--- src/rtl/pipeline_hazard_scoreboard.sv ---
// pipeline_hazard_scoreboard
// ----------------------------------------------------------------------------
// ID-stage hazard unit built around a per-register scoreboard. Each tracked
// destination register carries a down-counter holding the number of cycles
// left before its value can be consumed by an instruction sitting in ID.
// The latency loaded into a counter depends on the operation class of the
// producing instruction (ALU, load, long multi-cycle op). A separate counter
// models occupancy of the single, non-pipelined long unit.
//
// The unit raises stall_o on read-after-write, write-after-write and
// structural (long unit busy) hazards. It produces issue_o, the advance strobe
// for the ID/EX register. A saturating counter records how many cycles stalled.
//
// Parameters
//   ADDR_W   register address width (NUM_REGS = 2**ADDR_W)
//   ALU_LAT  cycles until an ALU result is usable in ID (0 = fully forwarded)
//   LOAD_LAT cycles until a load result is usable in ID
//   LONG_LAT cycles until a long-op result is usable in ID, and long unit
//            occupancy
//   CNT_W    width of the stall-cycle performance counter
//
// Ports
//   clk_i           clock
//   rst_i           synchronous reset, active-high
//   id_valid_i      ID holds a valid instruction
//   rs1_addr_i      source 1 register address
//   rs2_addr_i      source 2 register address
//   rs1_used_i      source 1 is actually read
//   rs2_used_i      source 2 is actually read
//   rd_addr_i       destination register address
//   reg_write_i     instruction writes rd
//   op_class_i      0 = ALU, 1 = load, 2 = long, 3 = treated as ALU
//   flush_i         kill the ID instruction this cycle
//   stall_o         hold PC and IF/ID, insert a bubble into ID/EX
//   issue_o         ID instruction advances to EX this cycle
//   long_busy_o     long unit is occupied
//   stall_cycles_o  saturating count of cycles with stall_o = 1
// ----------------------------------------------------------------------------
module pipeline_hazard_scoreboard #(
  parameter int ADDR_W   = 5,
  parameter int ALU_LAT  = 0,
  parameter int LOAD_LAT = 1,
  parameter int LONG_LAT = 4,
  parameter int CNT_W    = 32
) (
  input  logic              clk_i,
  input  logic              rst_i,
  input  logic              id_valid_i,
  input  logic [ADDR_W-1:0] rs1_addr_i,
  input  logic [ADDR_W-1:0] rs2_addr_i,
  input  logic              rs1_used_i,
  input  logic              rs2_used_i,
  input  logic [ADDR_W-1:0] rd_addr_i,
  input  logic              reg_write_i,
  input  logic [1:0]        op_class_i,
  input  logic              flush_i,
  output logic              stall_o,
  output logic              issue_o,
  output logic              long_busy_o,
  output logic [CNT_W-1:0]  stall_cycles_o
);

  localparam int NUM_REGS = 2 ** ADDR_W;

  localparam int MAX_AL  = (ALU_LAT > LOAD_LAT) ? ALU_LAT : LOAD_LAT;
  localparam int MAX_LAT = (MAX_AL > LONG_LAT) ? MAX_AL : LONG_LAT;
  localparam int LAT_W   = (MAX_LAT < 1) ? 1 : $clog2(MAX_LAT + 1);

  localparam logic [LAT_W-1:0] ALU_L  = LAT_W'(ALU_LAT);
  localparam logic [LAT_W-1:0] LOAD_L = LAT_W'(LOAD_LAT);
  localparam logic [LAT_W-1:0] LONG_L = LAT_W'(LONG_LAT);

  typedef enum logic [1:0] {
    OP_ALU  = 2'd0,
    OP_LOAD = 2'd1,
    OP_LONG = 2'd2,
    OP_ALT  = 2'd3
  } opClass_e;

  opClass_e opClass;

  logic [LAT_W-1:0] regCnt_q [NUM_REGS];
  logic [LAT_W-1:0] regCnt_d [NUM_REGS];
  logic [LAT_W-1:0] longCnt_q;
  logic [LAT_W-1:0] longCnt_d;
  logic [CNT_W-1:0] stallCycles_q;
  logic [CNT_W-1:0] stallCycles_d;

  logic [LAT_W-1:0] opLat;
  logic             raw1;
  logic             raw2;
  logic             waw;
  logic             structHaz;
  logic             anyHazard;
  logic             idLive;

  // Decode the operation class and pick the latency the destination register
  // will carry once this instruction issues. Class 3 is a spare encoding that
  // behaves exactly like an ALU op.
  always_comb begin
    opClass = opClass_e'(op_class_i);
    opLat   = ALU_L;
    unique case (opClass)
      OP_ALU:  opLat = ALU_L;
      OP_LOAD: opLat = LOAD_L;
      OP_LONG: opLat = LONG_L;
      OP_ALT:  opLat = ALU_L;
      default: opLat = ALU_L;
    endcase
  end

  // Hazard detection for the instruction currently in ID. Register 0 is
  // hard-wired to zero and never tracked, so any reference to it is free.
  // The WAW term only fires when the older write would still be outstanding
  // after the younger one completes, which is what would reorder the writes.
  always_comb begin
    raw1      = rs1_used_i && (rs1_addr_i != '0) && (regCnt_q[rs1_addr_i] != '0);
    raw2      = rs2_used_i && (rs2_addr_i != '0) && (regCnt_q[rs2_addr_i] != '0);
    waw       = reg_write_i && (rd_addr_i != '0) && (regCnt_q[rd_addr_i] > opLat);
    structHaz = (opClass == OP_LONG) && (longCnt_q != '0);
    anyHazard = raw1 || raw2 || waw || structHaz;
  end

  // A flushed or reset-time instruction neither stalls nor issues. This
  // keeps a taken branch from freezing the front end on a doomed instruction.
  always_comb begin
    idLive      = id_valid_i && !flush_i && !rst_i;
    stall_o     = idLive && anyHazard;
    issue_o     = idLive && !anyHazard;
    long_busy_o = (longCnt_q != '0);
  end

  // Scoreboard next state. A newly issued write reloads its counter and takes
  // priority over the ordinary countdown. Zero-latency producers never create
  // an entry because forwarding already covers them.
  always_comb begin
    regCnt_d[0] = '0;
    for (int r = 1; r < NUM_REGS; r++) begin
      if (issue_o && reg_write_i && (rd_addr_i == ADDR_W'(r)) && (opLat != '0)) begin
        regCnt_d[r] = opLat;
      end else if (regCnt_q[r] != '0) begin
        regCnt_d[r] = regCnt_q[r] - LAT_W'(1);
      end else begin
        regCnt_d[r] = '0;
      end
    end
  end

  // The long unit is not pipelined. Once a long op issues, the unit stays
  // busy for its full latency whether or not the op writes a register.
  always_comb begin
    if (issue_o && (opClass == OP_LONG)) begin
      longCnt_d = LONG_L;
    end else if (longCnt_q != '0) begin
      longCnt_d = longCnt_q - LAT_W'(1);
    end else begin
      longCnt_d = '0;
    end
  end

  // The performance counter sticks at all-ones instead of wrapping. A long
  // profiling run then reads as "at least this many" rather than a small count.
  always_comb begin
    if (stall_o && (stallCycles_q != '1)) begin
      stallCycles_d = stallCycles_q + CNT_W'(1);
    end else begin
      stallCycles_d = stallCycles_q;
    end
    stall_cycles_o = stallCycles_q;
  end

  // State registers with synchronous reset. Reset clears every counter.
  // The cycle after a reset therefore sees no in-flight producers.
  always_ff @(posedge clk_i) begin
    if (rst_i) begin
      for (int r = 0; r < NUM_REGS; r++) begin
        regCnt_q[r] <= '0;
      end
      longCnt_q     <= '0;
      stallCycles_q <= '0;
    end else begin
      for (int r = 0; r < NUM_REGS; r++) begin
        regCnt_q[r] <= regCnt_d[r];
      end
      longCnt_q     <= longCnt_d;
      stallCycles_q <= stallCycles_d;
    end
  end

endmodule

--- config.mk ---
export PLATFORM = sky130hd
export DESIGN_NAME = pipeline_hazard_scoreboard
export DESIGN_NICKNAME = d
export VERILOG_FILES = /design/src/rtl/pipeline_hazard_scoreboard.sv
export SDC_FILE = /design/constraint.sdc
export NUM_CORES = 1
export LEC_CHECK = 0
export ABC_AREA = 1
export ABC_CLOCK_PERIOD_IN_PS = 3000
export CAP_MARGIN = 25
export CORE_MARGIN = 4
export CORE_UTILIZATION = 30
export DETAILED_ROUTE_END_ITERATION = 10
export DONT_BUFFER_PORTS = 1
export PLACE_DENSITY = 0.47
export RECOVER_POWER = 50
export SLEW_MARGIN = 20
export SYNTH_ARGS = -nofsm -noshare
export SYNTH_HDL_FRONTEND = slang
export SYNTH_SLANG_ARGS = --single-unit
--- constraint.sdc ---
create_clock -name clk_i -period 3 [get_ports clk_i]
set_input_delay 0.3 -clock clk_i [delete_from_list [all_inputs] [get_ports clk_i]]
set_output_delay 0.3 -clock clk_i [all_outputs]
set_load 0.01 [all_outputs]
# Word level (Yosys, flattened, before mapping)
# Memory sizes are Yosys's and may differ from the RTL's.
# Cells that the tools add are included.
totals:
  regBits: 35
  ram_bits: 96
  input_bits: 24
  out_inout_bits: 35
  elab_cells: 329
  memories: 1
op_classes:
  addsub: 33
  n_lt_le_gt_ge: 1
  eq_ne: 35
  muxes: 100
  bitwise: 33
  reduce_logical: 123
mem_list:
  columns: ["memory", "depth", "word_bits", "rd", "rd_clocked_by_memory_dff", "wr", "line", "source"]
  rows:
  - ["regCnt_q", 32, 3, 34, 0, 32, "82", "logic [LAT_W-1:0] regCnt_q [NUM_REGS];"]
op_table:
  columns: ["op", "count"]
  rows:
  - ["$mux 3", 96]
  - ["$reduce_bool 3->1", 35]
  - ["$sub 3x1->3 const B", 32]
  - ["$eq 5x5->1 const B", 16]
  - ["$logic_and 1x1->1", 76]
  - ["$eq 5x4->1 const B", 8]
  - ["$add 32x1->32 const B", 1]
  - ["$ne 32x32->1 const B", 1]
  - ["$or 1x1->1", 32]
  - ["$eq 5x3->1 const B", 4]
  - ["$reduce_bool 5->1", 3]
  - ["$eq 5x2->1 const B", 2]
  - ["$pmux 3 s3", 1]
  - ["$eq 5x1->1 const B", 1]
  - ["$eq 2x2->1 const B", 2]
  - ["$gt 3x3->1", 1]
  - ["$logic_not 1->1", 3]
  - ["$logic_or 1x1->1", 3]
  - ["$mux 1", 3]
  - ["$reduce_or 3->1", 1]
  - ["$eq 2x1->1 const B", 1]
  - ["$logic_not 2->1", 1]
  - ["$reduce_or 2->1", 1]
  - ["$not 1->1", 1]

# Longest topological paths before layout
# Gate-level depths: netlist of the first run.
depth:
  ltp_word: 14
  mapped_depth: 23
  depth_no_buf: 20

# Worst setup path before layout of the first run
# Ideal clock, no wire load.
synth_path:
  path_type: "input-to-reg"
  startpoint: "input port rd_addr_i[0]"
  endpoint: "memory regCnt_q[10][0] in the netlist's numbering"
  setup_time_ps: 64
  t_arrival_ps: 3083
  required_ps: 2936
  path_slack_ps: -147
  stages: 22
  n_path_buf: 5
  path_cell_list: "buf_4 buf_6 nor2_1 clkinv_1 clkbuf_1 o221ai_1 nand2_1 nand4_1 nand2_1 o21ai_0 ha_1 o211ai_1 inv_2 a21oi_2 nand4_1 nor2_2 buf_6 buf_6 nand3_2 nand2_1 inv_1 nor2_1"
synth_lines:
  columns: ["element", "line", "source"]
  rows:
  - ["start: declaration", "53", "input logic [ADDR_W-1:0] rd_addr_i,"]
  - ["end: declaration", "82", null]

==> impl_metrics.tcl, run 1 <==
set metrics [dict create \
    status "complete, but fails checks" \
    failed_checks "negative setup slack" \
    p_seq_share_pct 35.2 \
    relSlewSlack_pct 47.8 \
    syn_area_sq_um 9970 \
    maxCapViolCount 0 \
    utilization_pct 37.6 \
    worstHoldPathType "in -> reg" \
    crit_family "simple AND/OR/NAND/NOR gates" \
    vdd_drop_max_uv 412 \
    start_util_pct 30.6 \
    slowest_delay_ps 340 \
    cts.clk_slew.worst_paths_ps 70 \
    min_to "regCnt_q[14][1]" \
    ys.warnings.count 0 \
    final_nets 1767 \
    grt.total_usage_pct 18.7 \
    leakagePower_nw 5.79 \
    rsz0062_at_grt "true" \
    setup_viol 8 \
    routabilityCongestion 0.921 \
    cp.required_ps 3380 \
    tritoncts "done" \
    grt_pass1_vias 9489 \
    syn_to_final_growth_pct 23.1 \
    worstReg2RegEnd "regCnt_q[11][2]" \
    viasPerCell 4.81 \
    grt_pass1_wl_um 53100 \
    crit_chain "a22oi_2 > o221ai_2 > buf_4 > nand2_1 > nand4_1 > nand2_1 > o21ai_2 > ha_1 > o211ai_1 > inv_2 > a21oi_2 > nand4_1 > buf_4 > nor2_4 > buf_12 > clkbuf_16 > nand3_2 > nand2_1 > inv_1 > nor2_1" \
    grt_max_degree 64 \
    rr_worst_depth 20 \
    fin_worst_skew_ps 13.1 \
    fin_crit_sh_pct 101 \
    cts_buffer_depth 2 \
    clock_latency_ps 460 \
    min_path_cells 3 \
    p_sw_share_pct 33.8 \
    reg2reg_slack_ps -30 \
    hp-start "rst_i" \
    layout-drive-gt1-share_pct 17.7 \
    rr_startpoint "regCnt_q[24][2]" \
    setup_ws_ps -25.1 \
    die-area_sq_um 36200 \
    cp-start-kind "register" \
    io_buffer_count 0 \
    wire_per_inst_um 17.2 \
    fp.dieH_um 190 \
    p_switching_w 0.00180 \
    synth.distinct_cells 36 \
    die_x_um 190 \
    numCtsBuffers 17 \
    crit_arrival_ps 3410 \
    min_period_ps 3030 \
    io_pins 59 \
    critPathBufInv 6 \
    slew_viol_final 0 \
    grt_overflow_total 0 \
    synth_nets 1726 \
    drc_errors 0 \
    setup_tns_ps -101 \
    drt_iter0_markers 660 \
    worst_pin_slew_ps 783 \
    htree_levels 4 \
    dpl.hpwl_um 24300 \
    synthCells 1601 \
    num_antenna_cells 0 \
    synth.avg_cell_area_sq_um 6.22 \
    num_rows 66 \
    antenna_found_initial 0 \
    final-hold-violation-count 0 \
    cp_common_cell "nand2_1" \
    power.internal_w 0.00352 \
    antenna_left 0 \
    placedCellCount 2040 \
    critPathKind "reg -> reg" \
    combPwrFrac_pct 23.5 \
    root_buffer "clkbuf_16" \
    num_vias 10093 \
    seq_area_frac_synth_pct 25.7 \
    drt_pass1_iterations 5 \
    powerDensity_nw_per_um2 434 \
    clockPowerShare_pct 41.3 \
    core-area_sq_um 32600 \
    synth_seq_cells 128 \
    finalNonFillerCells 2097 \
    cp_max_fo 6 \
    slowest_stage "dfxtp_2" \
    clock-sinks 128 \
    fmax_mhz 331 \
    cp-end-kind "register" \
    drt-total-wl_um 36100 \
]
-- cell usage after synthesis --
cell type,instances,area (sq um)
a21oi_1,40,200
nand3_2,10,100
inv_1,309,1160
a22oi_1,4,30.0
dfxtp_1,128,2560
nor4_1,10,62.6
inv_2,8,30.0
buf_1,12,45.0
clkbuf_1,21,78.8
or2_2,31,194
and2_1,1,6.26
nand2_1,428,1610
buf_2,19,95.1
o22ai_1,21,131
a221oi_1,2,17.5
nor2_1,159,597
nand2_2,2,12.5
o211ai_1,1,7.51
o41ai_1,2,17.5
a21oi_2,1,8.76
o21ai_1,4,20.0
nor3_1,49,245
o221ai_1,5,43.8
xor2_1,24,210
ha_1,101,1260
nor2_2,5,31.3
a31oi_1,1,6.26
xnor2_1,6,52.6
nand4_1,76,475
o2111ai_1,1,8.76
buf_6,3,33.8
nand3_1,91,455
nor2_4,2,22.5
o21ai_0,17,85.1
buf_4,6,45.0
clkinv_1,1,3.75
-- worst min-delay path: cells and delay by family --
kind	cells	cell delay [ps]
buffers and inverters	1	30
AND/OR/NAND/NOR	2	90
-- cells in the final DEF (no fill, tap or decap), drive strengths merged, types with 24 or more instances in the layout --
cell    synthesis  final
buf            40     72
or2            31     31
nand4          76     76
dfxtp         128    128
a21oi          41     41
nand2         430    430
nand3         101    101
nor2          166    166
clkbuf         21     27
ha            101    101
inv           317    326
nor3           49     49
xor2           24     24
-- flip-flops by register name, summed over array words and instances (netlist names) --
register and cells:
regCnt_q 93, longCnt_q 3, stall_cycles_o 32
-- worst max-delay path by stage --
| stage | start | end | slack, ps | cells after the start |
|---|---|---|---|---|
| floorplan | rd_addr_i[0] | regCnt_q[10][0] | 4 | 22 |
| global placement | rd_addr_i[1] | regCnt_q[8][0] | -240 | 20 |
| detailed placement | rd_addr_i[1] | regCnt_q[28][2] | -320 | 20 |
| CTS | regCnt_q[12][2] | stall_cycles_o[10] | 20 | 19 |
| global route | regCnt_q[24][2] | regCnt_q[8][0] | -220 | 20 |
| finish | regCnt_q[24][2] | regCnt_q[11][2] | -30 | 20 |
-- what timing repair did --
| item | in CTS | in global routing |
|---|---|---|
| pin swaps | 8 | 60 |
| hold buffers | 2 | 0 |
| endpoints found under the hold margin | 44 | 0 |
| endpoints found under the setup margin | 20 | 127 |
| cloned | 0 | 14 |
| buffers inserted | 6 | 6 |
| resized for setup | 23 | 134 |
-- cells by family after synthesis --
logic type / count (synthesis) / share of synthesized area [%]
adders and majority gates: 101 / 12.7
AOI/OAI and AO/OA: 99 / 5.79
xor gates and xnor gates: 30 / 2.64
DFF: 128 / 25.7
and+or+nand+nor: 864 / 38.2
buffers and inverters: 379 / 15.0
-- cell type report --
cell class	instances	area (sq um)
inverter	318	1210
clock buffer	17	425
multi-input combinational	1094	6370
fill	3500	20300
sequential	128	2570
clock inverter	15	169
tap	442	553
timing repair buffer	83	975
-- metrics by stage --
step,worst slack (ps),area (sq um),hold WS (ps),total power (W)
after floorplan,4.29,9970,391,0.00273
after global placement,-243,10800,378,0.00303
after detailed placement,-319,10800,381,0.00303
after CTS,18.5,11500,0.633,0.00528
after global routing,-224,12300,6.42,0.00564
final,-25.1,12300,24.1,0.00532
-- routing by layer --
| layer | GRT usage (%) | routed length (um) |
|---|---|---|
| met5 | 0 | 0 |
| met4 | 5.14 | 495 |
| met3 | 3.79 | 2450 |
| met2 | 29.5 | 16100 |
| met1 | 26.0 | 17000 |
-- power by group through the flow --
stage	clock network, W	logic, W	registers (W)
floorplan	0	0.000845	0.00188
global placement	0	0.00112	0.00191
detailed placement	0	0.00112	0.00191
CTS	0.00226	0.00115	0.00187
global route	0.00233	0.00143	0.00188
finish	0.00220	0.00125	0.00187
Note: power is estimated with default switching activity, not from simulation.
==> inputs of run 2 (changes only) <==
--- a/config.mk
+++ b/config.mk
@@ -12,6 +12,7 @@
 export CORE_UTILIZATION = 30
 export DETAILED_ROUTE_END_ITERATION = 10
 export DONT_BUFFER_PORTS = 1
+export HOLD_SLACK_MARGIN = 0.02
 export PLACE_DENSITY = 0.47
 export RECOVER_POWER = 50
 export SLEW_MARGIN = 20
==> impl_metrics.tcl, run 2 (synthesis gave the netlist of run 1 again) <==
set metrics [dict create \
    drt_iter0_markers 723 \
    min_period_ps 3020 \
    drt_pass1_iterations 5 \
    tritoncts "done" \
    multi_input_area_sq_um 6330 \
    routabilityCongestion 0.921 \
    antenna_left 0 \
    combPwrFrac_pct 23.6 \
    clock-sinks 128 \
    grt_max_degree 64 \
    leakagePower_nw 5.79 \
    grt_overflow_total 0 \
    root_buffer "clkbuf_16" \
    cp_max_fo 6 \
    top_register "regCnt_q" \
    grt.total_usage_pct 18.7 \
    fin_worst_skew_ps 13.2 \
    worst_pin_slew_ps 792 \
    maxCapViolCount 0 \
    fin_crit_sh_pct 101 \
    cts.clk_slew.worst_paths_ps 70 \
    drc_errors 0 \
    rsz0062_at_grt "true" \
    drt-total-wl_um 36000 \
    critPathKind "reg -> reg" \
    failed_checks "negative setup slack" \
    vdd_drop_max_uv 406 \
    final-hold-violation-count 0 \
    antenna_found_initial 0 \
    fmax_mhz 332 \
    holdWs_ps 189 \
    relSlewSlack_pct 47.2 \
    largest_reg_flops 93 \
    final_common_cell "nand2_1" \
    grt_pass1_wl_um 53100 \
    powerDensity_nw_per_um2 435 \
    crit_arrival_ps 3390 \
    status "complete, but fails checks" \
    p_sw_share_pct 33.8 \
    viasPerCell 4.81 \
    clockPowerShare_pct 41.3 \
    io_buffer_count 0 \
    grt_pass1_vias 9524 \
    fp.dieH_um 190 \
    power.internal_w 0.00352 \
    cts_buffer_depth 2 \
    final_nets 1767 \
    die_x_um 190 \
    p_switching_w 0.00180 \
    fillCellCount 3500 \
    power_w 0.00532 \
    slew_viol_final 0 \
    cp-end-kind "register" \
    num_vias 10082 \
    seqCellArea_sq_um 2570 \
    p_seq_share_pct 35.1 \
    num_antenna_cells 0 \
    layout_common_cells "391 x nand2_1, 275 x inv_1, 152 x nor2_1" \
    wire_per_inst_um 17.2 \
    num_rows 66 \
    start_util_pct 30.6 \
    die-area_sq_um 36200 \
    numCtsBuffers 17 \
    core-area_sq_um 32600 \
    layout-drive-gt1-share_pct 17.4 \
    syn_to_final_growth_pct 22.8 \
    setup_ws_ps -16.1 \
    io_pins 59 \
    clock_latency_ps 450 \
    htree_levels 4 \
    cp.required_ps 3380 \
    cp-start-kind "register" \
    worstHoldPathType "in -> reg" \
    dpl.hpwl_um 24300 \
    setup_viol 6 \
]
## run 2: cell counts in the layout (fill, tap and decap cells not counted)
No cell type changed its count.
## run 2: worst paths after layout
| kind | from | to | slack, ps | depth (start not counted) |
|---|---|---|---|---|
| worst max-delay path | regCnt_q[24][2] | regCnt_q[11][2] | -20 | 20 |
| worst min-delay path | op_class_i[1] | longCnt_q[2] | 190 | 3 |
| worst max register to register | regCnt_q[24][2] | regCnt_q[11][2] | -20 | 20 |
| worst min register to register | longCnt_q[0] | longCnt_q[0] | 410 | 1 |
## run 2: through the flow
stage / instance area (sq um) / setup TNS (ps) / std cells / setup slack, ps / utilization (%)
3_5_place_dp: 10800 / -24060 / 2040 / -319 / 33.1
4_1_cts: 11500 / 0 / 2078 / 11.6 / 35.3
3_3_place_gp: 10800 / -17860 / 2040 / -243 / 33.1
5_1_grt: 12200 / -14760 / 2097 / -223 / 37.5
6_report: 12200 / -30.8 / 2097 / -16.1 / 37.5
2_1_floorplan: 9970 / 0 / 1601 / 4.29 / -
## run 2: repair_timing
| action | in CTS | in global routing |
|---|---|---|
| setup buffers | 6 | 6 |
| resized for setup | 23 | 126 |
| hold buffers | 2 | 0 |
| cloned | 0 | 14 |
| pin swaps | 8 | 56 |
| setup endpoints to repair | 20 | 127 |
| endpoints found under the hold margin | 63 | 0 |
## run 2: routing by layer
metal | track usage, % | vias to the layer above | wire, um
met5 | 0 | - | 0
met4 | 5.41 | 0 | 513
met3 | 4.16 | 37 | 2530
met2 | 29.3 | 288 | 15900
met1 | 25.8 | 4675 | 17000
li1 | - | 5082 | -
## run 2: power groups by stage
stage / combinational, W / clock, W / sequential, W
2_1_floorplan: 0.000845 / 0 / 0.00188
3_5_place_dp: 0.00112 / 0 / 0.00191
6_report: 0.00126 / 0.00220 / 0.00187
4_1_cts: 0.00116 / 0.00226 / 0.00187
3_3_place_gp: 0.00112 / 0 / 0.00191
5_1_grt: 0.00143 / 0.00233 / 0.00188
## run 2: area by class of cell
type                       instances  area share, %
inverter                         318           9.87
clock buffer                      17           3.48
sequential                       128           21.0
clock inverter                    15           1.38
multi-input combinational       1094           51.7
timing repair buffer              83           8.03
tap                              442           4.52
## run 2: critical path, stage by stage (launching register included)
cell and delay, ps:
dfxtp_2 340, a22oi_2 170, o221ai_2 110, buf_4 140, nand2_1 70, nand4_1 90
nand2_1 80, o21ai_2 60, ha_1 290, o211ai_1 200, inv_2 50, a21oi_2 160
nand4_1 120, buf_4 170, nor2_4 190, buf_12 190, clkbuf_16 180, nand3_2 90
nand2_1 100, inv_1 40, nor2_1 90
